==> src/rtl/hazard3_tick_gen_if.sv <==
// APB3 slave bundle for the timer tick generator register block.
// A transfer is valid in the cycle where psel && penable are both high; pready is
// always 1, so every transfer completes in that same cycle and pwrite selects direction.
interface hazard3_tick_gen_if;
  logic [15:0] paddr;
  logic        psel;
  logic        penable;
  logic        pwrite;
  logic [31:0] pwdata;
  logic [31:0] prdata;
  logic        pready;
  logic        pslverr;

  modport master (
    output paddr, psel, penable, pwrite, pwdata,
    input  prdata, pready, pslverr
  );

  modport slave (
    input  paddr, psel, penable, pwrite, pwdata,
    output prdata, pready, pslverr
  );
endinterface

==> src/rtl/hazard3_tick_gen.sv <==
// Fractional clock divider producing the RISC-V machine timer tick, with an APB
// register block for enable/mode (CTRL), divisor (DIV), live counter and event count.
module hazard3_tick_gen #(
  parameter logic [15:0] DIV_RESET = 16'd1
) (
  input  logic              clk,
  input  logic              rst_n,
  hazard3_tick_gen_if.slave apb,
  output logic              tick
);
  localparam logic [15:0] ADDR_CTRL  = 16'h0000;
  localparam logic [15:0] ADDR_DIV   = 16'h0004;
  localparam logic [15:0] ADDR_COUNT = 16'h0008;
  localparam logic [15:0] ADDR_TICKS = 16'h000c;

  logic        en;
  logic        nrz;
  logic [15:0] div_int;
  logic [7:0]  div_frac;
  logic [15:0] ctr;
  logic [7:0]  acc;
  logic        stretch;
  logic [31:0] ticks;

  logic        wr;
  logic        wr_ctrl;
  logic        wr_div;
  logic        wr_ticks;
  logic        en_drop;
  logic        nrz_change;
  logic        period_end;
  logic        event_fire;
  logic [16:0] period;
  logic [8:0]  acc_sum;
  logic [31:0] rdata;

  always_comb begin
    wr         = apb.psel && apb.penable && apb.pwrite;
    wr_ctrl    = wr && (apb.paddr == ADDR_CTRL);
    wr_div     = wr && (apb.paddr == ADDR_DIV);
    wr_ticks   = wr && (apb.paddr == ADDR_TICKS);
    en_drop    = wr_ctrl && !apb.pwdata[0];
    nrz_change = wr_ctrl && (apb.pwdata[1] != nrz);
    // INT=0 is treated as a divide-by-one; stretch adds the fractional extra cycle.
    period     = ((div_int == 16'd0) ? 17'd1 : {1'b0, div_int}) + {16'd0, stretch};
    period_end = en && ({1'b0, ctr} == (period - 17'd1));
    event_fire = period_end && !wr_div && !nrz_change && !en_drop;
    acc_sum    = {1'b0, acc} + {1'b0, div_frac};
  end

  always_comb begin
    rdata = 32'd0;
    case (apb.paddr)
      ADDR_CTRL:  rdata = {30'd0, nrz, en};
      ADDR_DIV:   rdata = {8'd0, div_frac, div_int};
      ADDR_COUNT: rdata = {16'd0, ctr};
      ADDR_TICKS: rdata = ticks;
      default:    rdata = 32'd0;
    endcase
  end

  assign apb.prdata  = rdata;
  assign apb.pready  = 1'b1;
  assign apb.pslverr = 1'b0;

  always_ff @(posedge clk or negedge rst_n) begin
    if (!rst_n) begin
      en       <= 1'b0;
      nrz      <= 1'b0;
      div_int  <= DIV_RESET;
      div_frac <= 8'd0;
    end else begin
      if (wr_ctrl) begin
        en  <= apb.pwdata[0];
        nrz <= apb.pwdata[1];
      end
      if (wr_div) begin
        div_int  <= apb.pwdata[15:0];
        div_frac <= apb.pwdata[23:16];
      end
    end
  end

  // The counter wraps at period end even when the event itself is suppressed,
  // so a suppressed period never leaves ctr past P-1.
  always_ff @(posedge clk or negedge rst_n) begin
    if (!rst_n) begin
      ctr     <= 16'd0;
      acc     <= 8'd0;
      stretch <= 1'b0;
    end else if (!en || wr_div) begin
      ctr     <= 16'd0;
      acc     <= 8'd0;
      stretch <= 1'b0;
    end else begin
      ctr <= period_end ? 16'd0 : (ctr + 16'd1);
      if (event_fire) begin
        acc     <= acc_sum[7:0];
        stretch <= acc_sum[8];
      end
    end
  end

  always_ff @(posedge clk or negedge rst_n) begin
    if (!rst_n) begin
      ticks <= 32'd0;
    end else if (wr_ticks) begin
      ticks <= apb.pwdata;
    end else if (event_fire) begin
      ticks <= ticks + 32'd1;
    end
  end

  // A mode switch restarts the output from a known low level.
  always_ff @(posedge clk or negedge rst_n) begin
    if (!rst_n) begin
      tick <= 1'b0;
    end else if (nrz_change) begin
      tick <= 1'b0;
    end else if (nrz) begin
      tick <= tick ^ event_fire;
    end else begin
      tick <= event_fire;
    end
  end
endmodule

==> src/flat_wrapper.sv <==
// flat-port wrapper written by rule: the top's interface ports become plain ports
module hazard3_tick_gen_flat 
#(
  parameter logic [15:0] DIV_RESET = 16'd1
)
  (clk, rst_n, tick, apb_paddr, apb_psel, apb_penable, apb_pwrite, apb_pwdata, apb_prdata, apb_pready, apb_pslverr);
  hazard3_tick_gen_if apb_i ();
  input  logic clk;
  input  logic rst_n;
  output logic tick;
  input wire logic [$bits(apb_i.paddr)-1:0] apb_paddr;
  input wire logic [$bits(apb_i.psel)-1:0] apb_psel;
  input wire logic [$bits(apb_i.penable)-1:0] apb_penable;
  input wire logic [$bits(apb_i.pwrite)-1:0] apb_pwrite;
  input wire logic [$bits(apb_i.pwdata)-1:0] apb_pwdata;
  output wire logic [$bits(apb_i.prdata)-1:0] apb_prdata;
  output wire logic [$bits(apb_i.pready)-1:0] apb_pready;
  output wire logic [$bits(apb_i.pslverr)-1:0] apb_pslverr;
  assign apb_i.paddr = apb_paddr;
  assign apb_i.psel = apb_psel;
  assign apb_i.penable = apb_penable;
  assign apb_i.pwrite = apb_pwrite;
  assign apb_i.pwdata = apb_pwdata;
  assign apb_prdata = apb_i.prdata;
  assign apb_pready = apb_i.pready;
  assign apb_pslverr = apb_i.pslverr;
  hazard3_tick_gen #(.DIV_RESET(DIV_RESET)) u_core (.clk(clk), .rst_n(rst_n), .apb(apb_i), .tick(tick));
endmodule
==> config.mk <==
export PLATFORM = sky130hd
export DESIGN_NAME = hazard3_tick_gen_flat
export DESIGN_NICKNAME = d
export VERILOG_FILES = /design/src/rtl/hazard3_tick_gen_if.sv /design/src/rtl/hazard3_tick_gen.sv /design/src/flat_wrapper.sv
export SDC_FILE = /design/constraint.sdc
export NUM_CORES = 1
export LEC_CHECK = 0
export ABC_AREA = 1
export BUFFER_PORTS_ARGS = -buffer_cell sky130_fd_sc_hd__buf_2
export CORE_AREA = 2 2 147 149
export CTS_CLUSTER_SIZE = 10
export DETAILED_ROUTE_END_ITERATION = 6
export DIE_AREA = 0 0 149 151
export PLACE_DENSITY_LB_ADDON = 0.05
export SLEW_MARGIN = 40
export SYNTH_ARGS = -nofsm -noshare
export SYNTH_HDL_FRONTEND = slang
export SYNTH_SLANG_ARGS = --single-unit
==> constraint.sdc <==
create_clock -name clk -period 8.78 [get_ports clk]
set_clock_uncertainty 0.2 [all_clocks]
set_input_delay 1.317 -clock clk [delete_from_list [all_inputs] [get_ports clk]]
set_output_delay 1.317 -clock clk [all_outputs]
set_load 0.05 [all_outputs]
# Yosys cells after proc, flatten, opt, wreduce, memory -nomap -nowiden

Index checks and enable logic that the tools add are counted.

Reductions and logical operators: 21
Add/sub/neg operators: 5
Muxes and demuxes: 12
Equal/unequal tests: 5
Bitwise operators: 1

Operators by type and width:

| kind                                                                   | count |
|---|---|
| 32-bit case mux with 4 select lines                                    | 1 |
| 32-bit two-way mux                                                     | 2 |
| 16-bit two-way mux                                                     | 3 |
| 32-bit by 1-bit adder with 32-bit output, second input constant        | 1 |
| 16-bit by 4-bit equality test with 1-bit output, second input constant | 2 |
| 16-bit logical NOT                                                     | 2 |
| 17-bit by 1-bit adder with 17-bit output                               | 1 |
| 16-bit by 17-bit equality test with 1-bit output                       | 1 |
| 17-bit by 1-bit subtractor with 17-bit output, second input constant   | 1 |
| 16-bit by 1-bit adder with 16-bit output, second input constant        | 1 |
| 16-bit by 3-bit equality test with 1-bit output, second input constant | 1 |
| 8-bit two-way mux                                                      | 2 |
| 1-bit logical AND                                                      | 11 |
| 8-bit by 8-bit adder with 9-bit output                                 | 1 |
| 1-bit logical NOT                                                      | 5 |
| 1-bit two-way mux                                                      | 4 |
| 2-bit nonzero test                                                     | 2 |
| 1-bit logical OR                                                       | 1 |
| 1-bit inequality test                                                  | 1 |
| 1-bit bitwise XOR                                                      | 1 |

Flip-flop bits (word level): 84
Bits of input ports: 53

# Longest topological paths before layout

Gate-level depths: netlist of run 1.

Depth after elaboration: 12
Depth in mapped cells: 23

# Worst setup path before layout of run 1

Ideal clock, no wire load.

Path kind: input to output
From: input apb_paddr[15]
To: output apb_prdata[22]
Stages: 8
Setup slack: 3974 ps
Buffers on the path: 1
Arrival time: 3289 ps
Cell sequence: nor2_1 > nand2_1 > nor2_1 > nand2_1 > nor2_1 > nand2_1 > clkbuf_1 > o21ai_0

Longest elaborated chain between the ends: 2

Ends and longest elaborated chain:

| what                                                                          | line                   | text |
|---|---|---|
| start: declaration                                                            | flat_wrapper.sv:11     | `input wire logic [$bits(apb_i.paddr)-1:0] apb_paddr;` |
| 16-bit by 4-bit equality test with 1-bit output, or another cell as far along | hazard3_tick_gen.sv:53 | `case (apb.paddr)` |
| 32-bit case mux with 4 select lines *                                         | hazard3_tick_gen.sv:53 |  |
| end: declaration                                                              | flat_wrapper.sv:16     | `output wire logic [$bits(apb_i.prdata)-1:0] apb_prdata;` |

Mark *: on every way between the ends. The rest lies on a longest branch, timed or not.

# Worst setup path after layout of run 1

From: input apb_paddr[15]
To: output apb_prdata[15]

The elaborated chain is that of the path after synthesis.

==> results of run 1 <==
[cell type report]
class,instances,area (sq um),area share
Clock buffer,12,246,0.0343
Clock inverter,4,72.6,0.0101
Sequential cell,84,2100,0.293
Timing Repair Buffer,88,454,0.0632
Inverter,110,413,0.0574
Multi-Input combinational cell,637,3560,0.495
Tap cell,275,344,0.0479
[registers in the layout, summed over array words and instances, names as in the netlist]
register         count
u_core.en            1
u_core.nrz           1
u_core.tick          1
u_core.div_int      16
u_core.div_frac      8
u_core.stretch       1
u_core.ctr          16
u_core.ticks        32
u_core.acc           8
[layer usage]
| layer | vias to the layer above | share of wire | GRT usage |
|---|---|---|---|
| met5 | - | 0 | 0 |
| met4 | 0 | 0.016 | 0.0510 |
| met3 | 21 | 0.032 | 0.0322 |
| met2 | 95 | 0.49 | 0.334 |
| met1 | 2727 | 0.46 | 0.251 |
| li1 | 2924 | - | - |
[worst max-delay path, stage by stage]
cell      delay [ns]
buf_2           0.09
nor2_1          0.09
nand2_1         0.06
nor2_1          0.14
nand2_1         0.14
inv_1           0.10
nand3_1         0.48
inv_1           0.63
nand2_1         0.11
o211ai_1        0.14
buf_2           0.30
[how the worst min path moves through the flow]
| stage | from | end | slack [ns] |
|---|---|---|---|
| 6_report | u_core.ticks[12]$_DFFE_PN0P_ | u_core.ticks[12]$_DFFE_PN0P_ | 0.30 |
| 3_3_place_gp | u_core.ticks[12]$_DFFE_PN0P_ | u_core.ticks[12]$_DFFE_PN0P_ | 0.28 |
| 5_1_grt | u_core.ticks[12]$_DFFE_PN0P_ | u_core.ticks[12]$_DFFE_PN0P_ | 0.33 |
| 3_5_place_dp | u_core.ticks[12]$_DFFE_PN0P_ | u_core.ticks[12]$_DFFE_PN0P_ | 0.28 |
| 2_1_floorplan | u_core.div_int[1]$_DFFE_PN0P_ | u_core.div_int[1]$_DFFE_PN0P_ | 0.25 |
| 4_1_cts | u_core.ticks[12]$_DFFE_PN0P_ | u_core.ticks[12]$_DFFE_PN0P_ | 0.30 |
[kinds of logic after synthesis]
kind of cell,after synthesis,synth area share
AOI/OAI and AO/OA,76,0.0758
xor gates and xnor gates,48,0.0681
adders and majority gates,13,0.0276
buffers and inverters,129,0.0852
DFF,84,0.341
muxes,25,0.0450
other,2,0.00122
and+or+nand+nor,473,0.356
[synth_stat cells (6+ instances only)]
cell      count  area (sq um)
nand2_1     215           807
inv_1       103           387
nor2_1       95           357
dfrtp_1      83          2080
nand3_1      68           340
xor2_1       40           350
o21ai_0      32           160
mux2_2       22           248
nand4_1      22           138
nor3_1       20           100
a21oi_1      15          75.1
o221ai_1     13           114
ha_1         12           150
nand3_2      12           120
xnor2_1       8          70.1
nor2_2        7          43.8
clkbuf_1      6          22.5
or2_2         6          37.5
[power by group through the flow]
stage	logic [uW]	registers (uW)	clock network, uW
floorplan	223	459	0
global placement	319	466	0
detailed placement	317	466	0
CTS	318	458	442
global route	356	463	456
finish	311	458	429
[stage by stage]
stage                     hold slack (ns)  utilization  power [uW]  setup WS [ns]
after floorplan                     0.253            -         682           3.97
after global placement              0.284        0.329         785           3.66
after detailed placement            0.277        0.330         783           3.53
after CTS                           0.295        0.345        1220           3.57
after global routing                0.325        0.345        1280           3.37
final                               0.300        0.345        1200           3.66
==> summary.txt, run 1 <==
Worst setup path
  – Worst-path fanout max: 13
  – Worst Setup Start Kind: primary input
  – Flop-to-flop setup slack: 4.20 ns
  – Setup CP Type: in -> out
  – Reg2reg end: u_core.ticks[12]$_DFFE_PN0P_
  – Critical path arrival: 3.61 ns
  – CP startpoint: apb_paddr[15]
  – CP Capture Type: output pin
  – Worst-case reg-to-reg path depth: 18
  – WP data required: 7.26 ns
  – Reg2Reg Launch Point: u_core.div_int[11]$_DFFE_PN0P_
  – Critical Path End: apb_prdata[15]

Global route
  – Vias in the first global route: roughly 5.9k
  – Grt total ovfl: 0
  – Initial antenna violation count: 0
  – First-pass GRT wire length: roughly 33000 microns
  – Tot GR Track Use: 0.193
  – Largest net degree at the start of global routing: 59

Job
  – Max-cap violations: 0

Floorplanning
  – DIE WIDTH: roughly 150 microns
  – Row cnt: 53
  – Initial Utilization: 0.296
  – Core area: approximately 21000 sq um
  – Die Height: roughly 150 microns
  – Die area: 22500 sq um
  – Ports: 88

CTS
  – CTS tree: done
  – Root Buffer: clkbuf_16
  – Post-CTS Setup Inserts: 0
  – Max Buffers Root-to-Sink: 2
  – CTS Buf Count: 9
  – Post_cts resized: 0
  – H-Tree Depth: 3
  – CTS Sinks: 84
  – Worst-Skew Late Latency: 0.35 ns
  – CTS Hold Bufs: 0
  – Clock-pin slew on the worst setup and hold paths: ~0.07 ns

Logic synthesis
  – Syn Area/Cell: slightly above 7 sq um
  – Sequential share of the synthesized area: 0.341
  – EDFF count, synth: 0
  – Post-Syn Nets: a little over 900
  – Netlist area before placement: about 6200 sq um
  – Synth Instances: 850
  – Ys Warns: 0
  – Ys async rst share: 1.00
  – Yosys reg bits: 84
  – Most used flip-flop cell after synthesis: dfrtp_1
  – Library cells used by synthesis: 50

Placement
  – Placed cell area: 6870 sq um
  – Dpl cells: 1194
  – IO buf count: 85
  – Final HPWL DP: approximately 16000 microns
  – Final GP Congestion: around 0.8

Detailed routing
  – TritonRoute pass-1 iters: 4
  – 1st-iter DRT viols: about 200
  – WL per Instance: about 17 microns
  – DR vias: approximately 5.8k
  – Routed Wire Length: a little over 20000 microns
  – Post-route antenna net violation count: 0
  – DRC: 0
  – Vias per Instance: around 4.8

Layout
  – Most common cell after layout, fill and taps aside: nand2_1
  – Fillers: approximately 2.3k
  – Final cell count without fillers: around 1.2k
  – Number of diodes: 0
  – Most frequent cells in the layout: nand2_1 (215), inv_1 (102), nor2_1 (95), buf_2 (84), dfrtp_1 (83)
  – Fin area: roughly 7200 sq um
  – # nets final: about 1000
  – Layout cell share with drive strength beyond 1: 0.189
  – Layout area overhead: 16.5%

STA
  – Max Fclk: around 0.2 GHz
  – # setup viols final: 0
  – Setup TNS: 0 ns
  – Worst rel slew slack: 0.417
  – Period Utilization, post-route: 0.584
  – Slew @ Worst Pin: about 0.87 ns
  – Final Hold Fails: 0
  – RSZ-0062 raised after global routing: false
  – Slew Limit Fails: 0
  – Fin crit period: between 5 and 6 ns

Power and ir drop
  – Internal power: between 700 and 800 uW
  – Clock share of power: 0.358
  – Reg power frac: 0.382
  – NetSw: 430 uW
  – Worst IR Drop VDD: between 0.00009 and 0.0001 V
  – Logic pwr share: 0.260
  – PwrDens: about 170 nW/um^2
  – Sw Share: 0.359
  – Leak: 0.00356 uW

Run status
  – Outcome: finished, final reports clean

Min path
  – Hold Crit Class: reg -> reg
  – Worst hold path depth: 2
(Power assumes the default switching activity.)
==> inputs of run 2 (changes only) <==
Settings changed: ABC_AREA 1 to 0, CORE_AREA 2 2 147 149 to 2 2 140 142, DIE_AREA 0 0 149 151 to 0 0 142 144.
Clock period 8.78 ns to 4.84 ns, I/O delays scaled along.
==> run 2 against run 1 <==
Against the previous run:
- via count is 16% lower
- largest power group unchanged
- global-route usage is 1.4 points lower
- utilization hardly changed
- critical path type is now reg -> reg
- area after synthesis is 8.9% lower
==> summary.txt, run 2 <==
Placement
  – IO buf count: 85
  – Final HPWL DP: roughly 13000 microns
  – Final GP Congestion: between 0.8 and 0.9
  – Placed cell area: ~6300 sq um

Layout
  – Layout area overhead: 17.2%
  – Fin area: approximately 6600 sq um
  – Biggest regs: u_core.ticks (32), u_core.ctr (16), u_core.div_int (16)
  – Most common cell after layout, fill and taps aside: buf_2
  – Layout cell share with drive strength beyond 1: 0.219
  – Number of diodes: 0
  – Most frequent cells in the layout: buf_2 (84), dfrtp_1 (83), nor2_1 (75), nand2_1 (63), xnor2_1 (53)
  – # nets final: 781
  – Top reg by flops: u_core.ticks
  – Max FFs per register: 32

Floorplanning
  – Row cnt: a little over 50
  – Initial Utilization: 0.294
  – DIE WIDTH: roughly 140 microns
  – Die Height: roughly 140 microns
  – Core area: 19100 sq um
  – Die area: about 20000 sq um
  – Ports: between 80 and 90

Logic synthesis
  – Most used flip-flop cell after synthesis: dfrtp_1
  – Post-Syn Nets: approximately 710
  – Ys Warns: 0
  – Synth Instances: between 600 and 700
  – Share of the synthesized area in the top cell type: 0.370
  – EDFF count, synth: 0
  – Count leader, synth: dfrtp_1
  – Sequential share of the synthesized area: 0.374
  – Syn Area/Cell: 8.70 sq um
  – Yosys top cell by area: dfrtp_1
  – Top post-synthesis cells by count: dfrtp_1 (83), nor2_1 (76), nand2_1 (63)
  – Area contributors post-synth: dfrtp_1 (37%), xnor2_1 (8.3%), nor2_1 (5.1%), mux2_2 (5.0%), mux2i_1 (4.6%)
  – Yosys reg bits: 84
  – Netlist area before placement: roughly 5600 sq um
  – Library cells used by synthesis: 59
  – Ys async rst share: 1.00

Run status
  – Outcome: finished, final reports clean

Worst setup path
  – CP Capture Type: flop
  – Setup CP Type: reg -> reg
  – WP data required: between 4 and 5 ns
  – Worst-path fanout max: 31
  – Critical path arrival: roughly 4.6 ns
  – Worst Setup Start Kind: flop

STA
  – Period Utilization, post-route: 0.934
  – # setup viols final: 0
  – Hold slack: between 0.1 and 0.15 ns
  – Final Hold Fails: 0
  – RSZ-0062 raised after global routing: false
  – Fin crit period: approximately 4.5 ns
  – Slew Limit Fails: 0
  – Worst rel slew slack: 0.523
  – Slew @ Worst Pin: between 0.7 and 0.8 ns
  – Max Fclk: between 0.2 and 0.25 GHz
  – Setup TNS: 0 ns

Detailed routing
  – 1st-iter DRT viols: about 300
  – DRC: 0
  – DR vias: 4852
  – WL per Instance: between 15 and 20 microns
  – TritonRoute pass-1 iters: 5
  – Vias per Instance: 5.06
  – Post-route antenna net violation count: 0
  – Routed Wire Length: between 15000 and 20000 microns

Min path
  – Hold Crit Class: in -> async

CTS
  – H-Tree Depth: 3
  – CTS Buf Count: 9
  – CTS tree: done
  – Post-CTS Setup Inserts: 0
  – CTS Sinks: 84
  – Worst-Skew Late Latency: roughly 0.36 ns
  – CTS Hold Bufs: 0
  – Clock-pin slew on the worst setup and hold paths: approximately 0.070 ns
  – Root Buffer: clkbuf_16
  – Max Buffers Root-to-Sink: 2

Global route
  – Vias in the first global route: ~5k
  – Grt total ovfl: 0
  – Tot GR Track Use: 0.180
  – Initial antenna violation count: 0
  – First-pass GRT wire length: 28300 microns
  – Largest net degree at the start of global routing: 57

Power and ir drop
  – Worst IR Drop VDD: roughly 0.00014 V
  – PwrDens: approximately 220 nW/um^2
  – Leak: about 0.0029 uW

Job
  – Max-cap violations: 0
[run 2: cell count changes after synthesis, sizes merged, moves of 26 or more]
cell,delta
inv,-94
xnor2,+45
nand3,-52
clkbuf,+26
nand2,-159
nor2,-31
[run 2: power breakdown]
part           switching [uW]  internal, uW  leakage, uW
Sequential              0.151           702      0.00104
Clock                     313           364     0.000128
Combinational            49.8          28.3      0.00169
[run 2: layer usage]
layer | GRT usage | up-vias | wire [microns]
met2 | 0.300 | 102 | 8490
met5 | 0 | - | 0
met3 | 0.0368 | 17 | 697
met4 | 0.0484 | 0 | 224
met1 | 0.238 | 2353 | 8290
li1 | - | 2380 | -
[run 2: worst max-delay path: stages (launching register included)]
cell,delay [ns]
dfrtp_1,0.50
nor4_4,0.37
and3_1,0.26
a31oi_1,0.10
ha_1,0.23
ha_1,0.24
nor2b_2,0.22
xnor2_1,0.15
or3_1,0.31
a211o_1,0.30
or4b_1,0.47
buf_4,0.26
or2_1,0.29
or3_1,0.35
a31oi_1,0.18
[run 2: final cells by class]
type / count / area, sq um
Clock buffer: 11 / 243
Sequential cell: 84 / 2100
Inverter: 13 / 48.8
Multi-Input combinational cell: 504 / 3290
Clock inverter: 5 / 36.3
Timing Repair Buffer: 103 / 567
Fill cell: 2025 / 12500
Tap cell: 238 / 298
[run 2: kinds of logic after synthesis]
logic type | Yosys count | share of synthesized area
simple gates | 273 | 0.242
fa+ha+maj | 13 | 0.0303
other cells | 2 | 0.00134
buf+inv | 58 | 0.0441
xor+xnor | 70 | 0.109
compound gates | 93 | 0.0947
flops | 84 | 0.374
mux | 53 | 0.104
[run 2: final timing paths]
check / start / end / slack [ns] / cells after the start
min: rst_n / u_core.ctr[13]$_DFF_PN0_ / 0.14 / 1
max in group asynchronous: rst_n / u_core.ticks[7]$_DFFE_PN0P_ / 3.49 / 2
min in group clk: u_core.acc[0]$_DFFE_PN0P_ / u_core.acc[0]$_DFFE_PN0P_ / 0.30 / 2
max: u_core.div_int[5]$_DFFE_PN0P_ / u_core.ticks[19]$_DFFE_PN0P_ / 0.32 / 14
min reg2reg: u_core.acc[0]$_DFFE_PN0P_ / u_core.acc[0]$_DFFE_PN0P_ / 0.30 / 2
max reg2reg: u_core.div_int[5]$_DFFE_PN0P_ / u_core.ticks[19]$_DFFE_PN0P_ / 0.32 / 14
[run 2: what timing repair did]
| action | 4_1_cts | 5_1_grt |
|---|---|---|
| resized for setup | 0 | 2 |
| endpoints found under the setup margin | 0 | 21 |
| endpoints found under the hold margin | 0 | 0 |
[run 2: through the flow]
stage               instances  utilization  setup WS, ns  power [uW]
floorplan                 646            -         0.529         744
global placement          942        0.330         0.292         796
detailed placement        942        0.330         0.192         796
CTS                       958        0.344         0.166        1490
global route              958        0.345        0.0206        1520
finish                    958        0.345         0.319        1460
